--- config.mk ---
export PLATFORM = sky130hd
export DESIGN_NAME = ddr4_cal_sequencer
export DESIGN_NICKNAME = d
export VERILOG_FILES = /design/src/rtl/ddr4_cal_sequencer.sv
export SDC_FILE = /design/constraint.sdc
export NUM_CORES = 1
export LEC_CHECK = 0
export ABC_AREA = 1
export ABC_CLOCK_PERIOD_IN_PS = 1950
export CELL_PAD_IN_SITES_DETAIL_PLACEMENT = 0
export CELL_PAD_IN_SITES_GLOBAL_PLACEMENT = 1
export CORE_MARGIN = 4
export CORE_UTILIZATION = 25
export DETAILED_ROUTE_END_ITERATION = 8
export PLACE_DENSITY_LB_ADDON = 0.25
export SYNTH_ARGS = -nofsm -noshare
export SYNTH_HDL_FRONTEND = slang
export SYNTH_SLANG_ARGS = --single-unit
--- constraint.sdc ---
create_clock -name clk_i -period 1.95 [get_ports clk_i]
set_clock_uncertainty 0.15 [all_clocks]
set_input_delay 0.39 -clock clk_i [delete_from_list [all_inputs] [get_ports clk_i]]
set_output_delay 0.39 -clock clk_i [all_outputs]
set_load 0.02 [all_outputs]
--- src/rtl/ddr4_cal_sequencer.sv ---
`default_nettype none
// +--------------------------------------------------------------------------+
// | Module      : ddr4_cal_sequencer                                         |
// | Description : Bring-up sequencer for the DDR4 EMIF. It pulses the EMIF   |
// |               local reset request, then waits for reset-done and the     |
// |               calibration result. Failed attempts are retried a bounded  |
// |               number of times. It publishes mem_ready / mem_error and    |
// |               board LED status.                                          |
// | Ports       : clk_i, reset_i       clock, synchronous active-high reset  |
// |               enable_i             1 = bring memory up, 0 = go idle      |
// |               local_reset_req_o    EMIF local reset request              |
// |               local_reset_done_i   EMIF reset done (async)               |
// |               cal_success_i        EMIF calibration success (async)      |
// |               cal_fail_i           EMIF calibration fail (async)         |
// |               mem_ready_o          memory calibrated and usable          |
// |               mem_error_o          all attempts exhausted                |
// |               retry_count_o        failed attempts so far                |
// |               state_dbg_o          FSM state encoding                    |
// |               led_o                {heartbeat, busy, error, ready}       |
// | Revision    : 1.0  initial release                                       |
// +--------------------------------------------------------------------------+
module ddr4_cal_sequencer #(
  parameter int RESET_PULSE_CYCLES = 16,
  parameter int CAL_TIMEOUT_CYCLES = 50000000,
  parameter int MAX_RETRIES        = 3,
  parameter int SYNC_STAGES        = 2,
  parameter int HEARTBEAT_LOG2     = 24,
  localparam int RC_W = (MAX_RETRIES > 0) ? $clog2(MAX_RETRIES + 1) : 1
) (
  input  logic            clk_i,
  input  logic            reset_i,
  input  logic            enable_i,
  output logic            local_reset_req_o,
  input  logic            local_reset_done_i,
  input  logic            cal_success_i,
  input  logic            cal_fail_i,
  output logic            mem_ready_o,
  output logic            mem_error_o,
  output logic [RC_W-1:0] retry_count_o,
  output logic [2:0]      state_dbg_o,
  output logic [3:0]      led_o
);

  // The single timer serves both the reset pulse and the wait timeouts, so
  // it is sized for whichever terminal count is larger.
  localparam int TMR_LIMIT = (CAL_TIMEOUT_CYCLES > RESET_PULSE_CYCLES) ?
                             CAL_TIMEOUT_CYCLES : RESET_PULSE_CYCLES;
  localparam int TIMER_W   = $clog2(TMR_LIMIT + 1);

  localparam logic [TIMER_W-1:0] PULSE_LAST   = TIMER_W'(RESET_PULSE_CYCLES - 1);
  localparam logic [TIMER_W-1:0] TIMEOUT_LAST = TIMER_W'(CAL_TIMEOUT_CYCLES - 1);
  localparam logic [RC_W-1:0]    RETRY_MAX    = RC_W'(MAX_RETRIES);

  localparam logic [2:0] ST_IDLE     = 3'd0;
  localparam logic [2:0] ST_RST_REQ  = 3'd1;
  localparam logic [2:0] ST_WAIT_RST = 3'd2;
  localparam logic [2:0] ST_WAIT_CAL = 3'd3;
  localparam logic [2:0] ST_READY    = 3'd4;
  localparam logic [2:0] ST_FAILED   = 3'd5;

  localparam int NSYNC = 3;

  // --------------------------------------------------------------------------
  // Input synchronisers: bit 0 reset_done, bit 1 cal_success, bit 2 cal_fail
  // --------------------------------------------------------------------------
  logic [NSYNC-1:0] async_in;
  logic [NSYNC-1:0] synced;

  assign async_in = {cal_fail_i, cal_success_i, local_reset_done_i};

  for (genvar gi = 0; gi < NSYNC; gi++) begin : g_sync
    logic [SYNC_STAGES-1:0] stage_q;

    always_ff @(posedge clk_i) begin
      if (reset_i) begin
        stage_q <= '0;
      end else begin
        stage_q <= {stage_q[SYNC_STAGES-2:0], async_in[gi]};
      end
    end

    assign synced[gi] = stage_q[SYNC_STAGES-1];
  end

  logic local_reset_done_s;
  logic cal_success_s;
  logic cal_fail_s;

  assign local_reset_done_s = synced[0];
  assign cal_success_s      = synced[1];
  assign cal_fail_s         = synced[2];

  // --------------------------------------------------------------------------
  // State, timer, retry counter
  // --------------------------------------------------------------------------
  logic [2:0]          state_q, state_d;
  logic [TIMER_W-1:0]  timer_q, timer_d;
  logic [RC_W-1:0]     retry_q, retry_d;
  logic                attempt_fail;

  always_comb begin
    state_d      = state_q;
    attempt_fail = 1'b0;

    case (state_q)
      ST_IDLE: begin
        if (enable_i) begin
          state_d = ST_RST_REQ;
        end
      end
      ST_RST_REQ: begin
        if (timer_q == PULSE_LAST) begin
          state_d = ST_WAIT_RST;
        end
      end
      ST_WAIT_RST: begin
        if (local_reset_done_s) begin
          state_d = ST_WAIT_CAL;
        end else if (timer_q == TIMEOUT_LAST) begin
          attempt_fail = 1'b1;
        end
      end
      ST_WAIT_CAL: begin
        // A simultaneous fail and success is treated as a fail.
        if (cal_fail_s || (timer_q == TIMEOUT_LAST)) begin
          attempt_fail = 1'b1;
        end else if (cal_success_s) begin
          state_d = ST_READY;
        end
      end
      ST_READY: begin
        // Losing reset-done or a late fail means calibration is gone.
        if (cal_fail_s || !local_reset_done_s) begin
          attempt_fail = 1'b1;
        end
      end
      ST_FAILED: begin
        state_d = ST_FAILED;
      end
      default: begin
        state_d = ST_IDLE;
      end
    endcase

    retry_d = retry_q;
    if (attempt_fail) begin
      if (retry_q < RETRY_MAX) begin
        retry_d = retry_q + RC_W'(1);
        state_d = ST_RST_REQ;
      end else begin
        state_d = ST_FAILED;
      end
    end

    // Disable overrides everything and may truncate a reset pulse.
    if (!enable_i) begin
      state_d = ST_IDLE;
    end

    if (state_d == ST_IDLE) begin
      retry_d = '0;
    end
  end

  // Timer restarts from zero on every state entry and only runs while an
  // attempt is in progress.
  always_comb begin
    timer_d = '0;
    if ((state_d == state_q) &&
        ((state_q == ST_RST_REQ) || (state_q == ST_WAIT_RST) ||
         (state_q == ST_WAIT_CAL))) begin
      timer_d = timer_q + TIMER_W'(1);
    end
  end

  // Status outputs are registered from the next state so they change on the
  // same edge as the state register and carry no combinational input path.
  logic req_q, ready_q, error_q, busy_q;
  logic [HEARTBEAT_LOG2-1:0] hb_q;

  always_ff @(posedge clk_i) begin
    if (reset_i) begin
      state_q <= ST_IDLE;
      timer_q <= '0;
      retry_q <= '0;
      req_q   <= 1'b0;
      ready_q <= 1'b0;
      error_q <= 1'b0;
      busy_q  <= 1'b0;
      hb_q    <= '0;
    end else begin
      state_q <= state_d;
      timer_q <= timer_d;
      retry_q <= retry_d;
      req_q   <= (state_d == ST_RST_REQ);
      ready_q <= (state_d == ST_READY);
      error_q <= (state_d == ST_FAILED);
      busy_q  <= (state_d == ST_RST_REQ) || (state_d == ST_WAIT_RST) ||
                 (state_d == ST_WAIT_CAL);
      hb_q    <= hb_q + HEARTBEAT_LOG2'(1);
    end
  end

  assign local_reset_req_o = req_q;
  assign mem_ready_o       = ready_q;
  assign mem_error_o       = error_q;
  assign retry_count_o     = retry_q;
  assign state_dbg_o       = state_q;
  assign led_o             = {hb_q[HEARTBEAT_LOG2-1], busy_q, error_q, ready_q};

endmodule
`default_nettype wire

==> out/qor.yml, run 1 <==
run_status: "complete, but fails checks"
violations: "negative setup slack"
clkTransAtPathRegs_ns: 0.05
hold_viol: 0
instances_no_fill: 738
end_kind: "register"
layout-drive-gt1-share_pct: 38.8
tightest_slew_ns: 0.417
syn_avg_cell_area_um2: 7.63
num_vias: 3088
final_util_pct: 37.9
fin_crit_sh_pct: 101
cts.hold.buffers_added: 0
hpwl_um: 6460
switching_share_pct: 22.3
routedWlPerCell_um: 11.5
dp_cells: 712
drv_cap: 0
ys_ff_latch: 65
fin_crit_ns: 1.97
ant_nets: 0
drtIter0Drc: 110
nets: 567
routed_wl_um: 8480
ys_warn_count: 0
clkLatencyLatePin_ns: 0.33
ys_seq_area_share_pct: 37.8
cts-root-buf: "clkbuf_16"
crit_type: "reg -> reg"
syn_nets: 460
grt_usage_pct: 11.2
p_int_w: 0.00244
clock_sinks: 65
num_antenna_cells: 0
row_count: 42
synthesis.area_um2: 3440
nFillCells: 1394
relSlewSlack_pct: 72.0
final_cell_mix: "buf_4 (84), inv_1 (70), nand2_1 (55)"
grt_first_pass_wirelength_um: 14400
pwr-share-clk_pct: 50.9
worstPathRequired_ns: 2.05
firstDrtPassIters: 4
die_area_um2: 15700
via_per_inst: 4.18
antenna_found_initial: 0
fmax_mhz: 508
power.share.combinational_pct: 5.9
grt-ovfl-total: 0
vdd_drop_max_v: 0.000383
drc: 0
cts_buffers: 9
setup_viol: 16
rsz0062_at_grt: "yes"
synth_cell_types: 34
placed_area_um2: 4380
netlist_instances: 451
syn2layout_area_growth_pct: 47.1
cp_data_arrival_time_ns: 2.07
design_area_um2: 5060
p_sw_w: 0.000700
totalPowerFinal_w: 0.00314
layout_commonest_cell: "buf_4"
start_util_pct: 25.8
grt_max_degree: 21
hp-class: "reg -> reg"
port_buffers: 17
cp-start-kind: "register"
p_seq_share_pct: 43.2
crit_fanout: 8
setup_ws_ns: -0.0177
core_area_um2: 13300
die_w_um: 125
cts_max_level: 3
gp_congestion: 0.793
ioPinCount: 18
p_leak_nw: 2.04
cts_tree: "built"
clockBufferDepth: 2
die_y_um: 125
grt_pass1_vias: 3130
report.final.slew_viol_count: 0
power_density_nw_per_um2: 621
## path summary, 6_finish.rpt
path	endpoint	from	cells past startpoint	slack, ns
worst max register to register	timer_q[22]	timer_q[21]	13	-0.02
worst max-delay path	timer_q[22]	timer_q[21]	13	-0.02
worst min-delay path	g_sync[0].stage_q[1]	g_sync[0].stage_q[0]	2	0.25
worst min register to register	g_sync[0].stage_q[1]	g_sync[0].stage_q[0]	2	0.25
## state kept, by name, summed over array words and instances (netlist names)
register           cells
timer_q               26
busy_q                 1
mem_ready_o            1
local_reset_req_o      1
retry_count_o          2
state_dbg_o            3
mem_error_o            1
g_sync.stage_q         6
hb_q                  24
## critical path, cell delays in order (launching register included)
cell	delay [ns]
dfxtp_1	0.30
buf_4	0.14
nor2_4	0.11
nand3_2	0.10
nor2_2	0.13
nand3_1	0.08
a21oi_1	0.18
nand2_2	0.07
nand2_2	0.08
nand2_2	0.06
nand2_2	0.07
nand3_4	0.13
buf_12	0.17
nor3_2	0.13
## repair_timing
action | 4_1_cts | 5_1_grt
setup endpoints to repair | 35 | 46
setup buffers | 8 | 4
resized for setup | 31 | 51
pin swaps | 13 | 15
## layer usage
metal  global-route usage, %  wire (um)
met2                    19.0       4170
met3                    2.90        199
met4                    3.70        127
met1                    14.0       3980
met5                       0          0
## cell families (layout without fill, tap and decap cells)
| group | after synthesis | after routing | share of synthesized area [%] |
|---|---|---|---|
| adders and majority gates | 3 | 3 | 1.09 |
| DFF | 65 | 65 | 37.8 |
| buffers and inverters | 85 | 196 | 11.2 |
| AOI/OAI and AO/OA | 31 | 31 | 5.27 |
| and+or+nand+nor | 240 | 240 | 37.8 |
| xor gates and xnor gates | 27 | 27 | 6.87 |
## power groups by stage
| stage | combinational [W] | clock, W | sequential (W) |
|---|---|---|---|
| final | 0.000186 | 0.00160 | 0.00136 |
| after detailed placement | 0.000177 | 0 | 0.00138 |
| after global placement | 0.000176 | 0 | 0.00138 |
| after CTS | 0.000182 | 0.00166 | 0.00135 |
| after floorplan | 0.000106 | 0 | 0.00138 |
| after global routing | 0.000204 | 0.00171 | 0.00136 |
## final cells by class
| type | count | area (um2) | share of cell area [%] |
|---|---|---|---|
| clock buffers | 10 | 239 | 4.72 |
| flip-flops and latches | 65 | 1320 | 26.0 |
| repair buffers | 109 | 927 | 18.3 |
| clock inverters | 5 | 56.3 | 1.11 |
| well taps | 176 | 220 | 4.35 |
| inverters | 72 | 270 | 5.34 |
| multi-input cells | 301 | 2030 | 40.2 |
## cells in the mapped netlist (all sizes together)
library cell,instances,area [um2]
a211oi,2,15.0
a21oi,15,78.8
and2,1,6.26
and3,1,6.26
buf,9,100
clkbuf,4,15.0
dfxtp,65,1300
ha,3,37.5
inv,72,270
nand2,78,360
nand3,31,198
nand3b,1,7.51
nand4,7,43.8
nor2,68,265
nor3,44,353
nor3b,3,22.5
nor4,6,37.5
o211ai,1,7.51
o21a,2,15.0
o21ai,8,40.0
o21ba,1,10.0
o21bai,2,15.0
xnor2,11,96.3
xor2,16,140
## per-stage QoR
stage,setup TNS [ns],setup slack (ns),hold WS (ns)
6_report,-0.0907,-0.0177,0.250
5_1_grt,-5.43,-0.190,0.269
4_1_cts,-1.32,-0.0701,0.252
3_5_place_dp,-4.75,-0.208,0.246
3_3_place_gp,-5.08,-0.185,0.244
2_1_floorplan,0,0.00303,0.238
Note: power is estimated with default switching activity, not from simulation.
==> run 2: changes to the inputs <==
--- a/config.mk
+++ b/config.mk
@@ -10,7 +10,7 @@
 export CELL_PAD_IN_SITES_DETAIL_PLACEMENT = 0
 export CELL_PAD_IN_SITES_GLOBAL_PLACEMENT = 1
 export CORE_MARGIN = 4
-export CORE_UTILIZATION = 25
+export CORE_UTILIZATION = 30
 export DETAILED_ROUTE_END_ITERATION = 8
 export PLACE_DENSITY_LB_ADDON = 0.25
 export SYNTH_ARGS = -nofsm -noshare
==> run 2 against run 1 <==
The flow still finishes with violations (negative setup slack). Hold slack better by 0.0084 ns. Highest routed layer unchanged. Count of clock-buffer cells in the layout decreased by 1. Non-clock buffer count decreased by 2. Fmax decreased by 2.4%. Global-route usage rose by 2.1 points. Die area fell by 16%. Critical path depth is the same. Utilization is 8.9 points higher.
==> out/qor.yml, run 2 (synthesis gave the netlist of run 1 again) <==
run_status: "complete, but fails checks"
violations: "negative setup slack"
cts_max_level: 3  # unchanged
crit_path_cell_trace: "buf_4 > nor2_1 > nand2_1 > nor2_2 > nand3_1 > a21oi_2 > nand2_2 > nand2_4 > nand2_4 > nand2_4 > nand3_4 > buf_12 > nor3_1"
hp-class: "reg -> reg"
instances_no_fill: 701  # -5.0%
vdd_drop_max_v: 0.000430  # +12%
power_density_nw_per_um2: 667  # +7.4%
fin_crit_ns: 2.02  # +0.0485 ns
crit_fanout: 12  # +4
core_area_um2: 11000  # -17%
antenna_found_initial: 0  # unchanged
clock_sinks: 65  # unchanged
setup_viol: 26  # +10
routedWlPerCell_um: 12.1  # +5.3%
worst-path-buf-inv: 2  # unchanged
r2r-start: "timer_q[13]"
grt_first_pass_wirelength_um: 14100  # -2.5%
hpwl_um: 6120  # -5.2%
reg2reg_to: "timer_q[24]"
layout_commonest_cell: "buf_4"
report.final.slew_viol_count: 0  # unchanged
reg2reg_depth: 13  # unchanged
syn2layout_area_growth_pct: 50.2
cpMostUsedCell: "nand2_4"
cp.depth: 13  # unchanged
cts-root-buf: "clkbuf_16"
gp_congestion: 0.799  # +0.69%
top_regs: "timer_q x26, hb_q x24, g_sync.stage_q x6"
cp_data_arrival_time_ns: 2.12  # +0.05 ns
clkLatencyLatePin_ns: 0.33  # about the same
drc: 0  # unchanged
placed_area_um2: 4340  # -0.97%
row_count: 38  # -9.5%
cp-start-kind: "register"
slowest_stage: "dfxtp_2"
die_w_um: 115  # -8.2%
crit_family: "simple AND/OR/NAND/NOR gates"
grt_pass1_vias: 3095  # -1.1%
nets: 565  # -0.35%
final_cell_mix: "buf_4 (81), inv_1 (68), dfxtp_1 (54)"
layout-drive-gt1-share_pct: 39.9  # +1.1 points
ioPinCount: 18  # unchanged
firstDrtPassIters: 4  # unchanged
rsz0062_at_grt: "yes"
port_buffers: 17  # unchanged
largest_reg_flops: 26  # unchanged
setup_ws_ns: -0.0662  # -0.0485 ns
rrSetupSlack_ns: -0.07  # -0.05 ns
start_util_pct: 31.2  # +5.4 points
p_leak_nw: 2.12  # +4.2%
num_vias: 3117  # +0.94%
crit_end: "timer_q[24]"
relSlewSlack_pct: 65.9  # -6.1 points
ant_nets: 0  # unchanged
fin_hold_ws_ns: 0.259  # +0.00840 ns
cpPeakStageDelay_ns: 0.34  # +0.04 ns
drtIter0Drc: 149  # +35%
grt_max_degree: 21  # unchanged
drv_cap: 0  # unchanged
grt_usage_pct: 13.4  # +2.1 points
dp_cells: 678  # -4.8%
end_kind: "register"
worstPathRequired_ns: 2.05  # about the same
die_area_um2: 13300  # -16%
cp-startpoint: "timer_q[13]"
largest-register: "timer_q"
cts_tree: "built"
crit_type: "reg -> reg"
via_per_inst: 4.45  # +6.3%
design_area_um2: 5170  # +2.1%
clkTransAtPathRegs_ns: 0.06  # about the same
grt-ovfl-total: 0  # unchanged
die_y_um: 115  # -8.2%
fmax_mhz: 496  # -2.4%
clockBufferDepth: 2  # unchanged
num_antenna_cells: 0  # unchanged
cts.hold.buffers_added: 0  # unchanged
fin_crit_sh_pct: 103  # +2.5 points
tightest_slew_ns: 0.507  # +0.0904 ns
cts_buffers: 9  # unchanged
routed_wl_um: 8480  # about the same
hold_viol: 0  # unchanged
==> run 2: what timing repair did <==
item / 4_1_cts / 5_1_grt
gates resized for setup: 20 / 86
pin swaps: 7 / 20
setup buffers: 4 / 2
setup endpoints to repair: 34 / 44
endpoints found under the hold margin: 0 / 0
gates cloned: 0 / 1
==> run 2: cell type report <==
| class | instances | area [um2] |
|---|---|---|
| clock inverter | 7 | 124 |
| clock buffer | 9 | 225 |
| fill | 1045 | 5860 |
| timing repair buffer | 107 | 921 |
| tap | 140 | 175 |
| inverter | 72 | 273 |
| multi-input combinational | 301 | 2130 |
| sequential | 65 | 1320 |
==> run 2: through the flow <==
step / TNS, ns / utilization (%) / total power, W / setup slack (ns)
after floorplan: 0 / - / 0.00149 / 0.00303
after global placement: -3.25 / 39.4 / 0.00155 / -0.128
after detailed placement: -4.01 / 39.4 / 0.00155 / -0.167
after CTS: -1.12 / 43.5 / 0.00346 / -0.0557
after global routing: -5.54 / 46.9 / 0.00359 / -0.212
final: -1.21 / 46.9 / 0.00345 / -0.0662
==> run 2: worst min path at each step <==
stage                               from                    to  depth (start not counted)
floorplan           g_sync[0].stage_q[0]  g_sync[0].stage_q[1]                          2
global placement    g_sync[1].stage_q[0]  g_sync[1].stage_q[1]                          2
detailed placement  g_sync[1].stage_q[0]  g_sync[1].stage_q[1]                          2
CTS                 g_sync[0].stage_q[0]  g_sync[0].stage_q[1]                          2
global route        g_sync[0].stage_q[0]  g_sync[0].stage_q[1]                          2
finish              g_sync[0].stage_q[0]  g_sync[0].stage_q[1]                          2
==> run 2: tightest hold or removal path: stages (launching register included) <==
cell and delay (ns):
dfxtp_1 0.30, inv_1 0.04, nor2_1 0.03
==> run 2: routing by layer <==
layer | track usage (%) | routed length, um | up-vias
li1 | - | - | 1647
met1 | 15.9 | 3800 | 1420
met2 | 23.4 | 4330 | 39
met3 | 3.11 | 201 | 11
met4 | 4.93 | 150 | 0
met5 | 0 | 0 | -
==> run 2: power by group <==
| part | leakage (nW) | internal, W | switching [W] | total (W) |
|---|---|---|---|---|
| clock network | 0.167 | 0.00126 | 0.000616 | 0.00188 |
| logic | 1.42 | 0.0000918 | 0.000121 | 0.000213 |
| registers | 0.531 | 0.00135 | 0.0000123 | 0.00136 |
| total | 2.12 | 0.00270 | 0.000749 | 0.00345 |
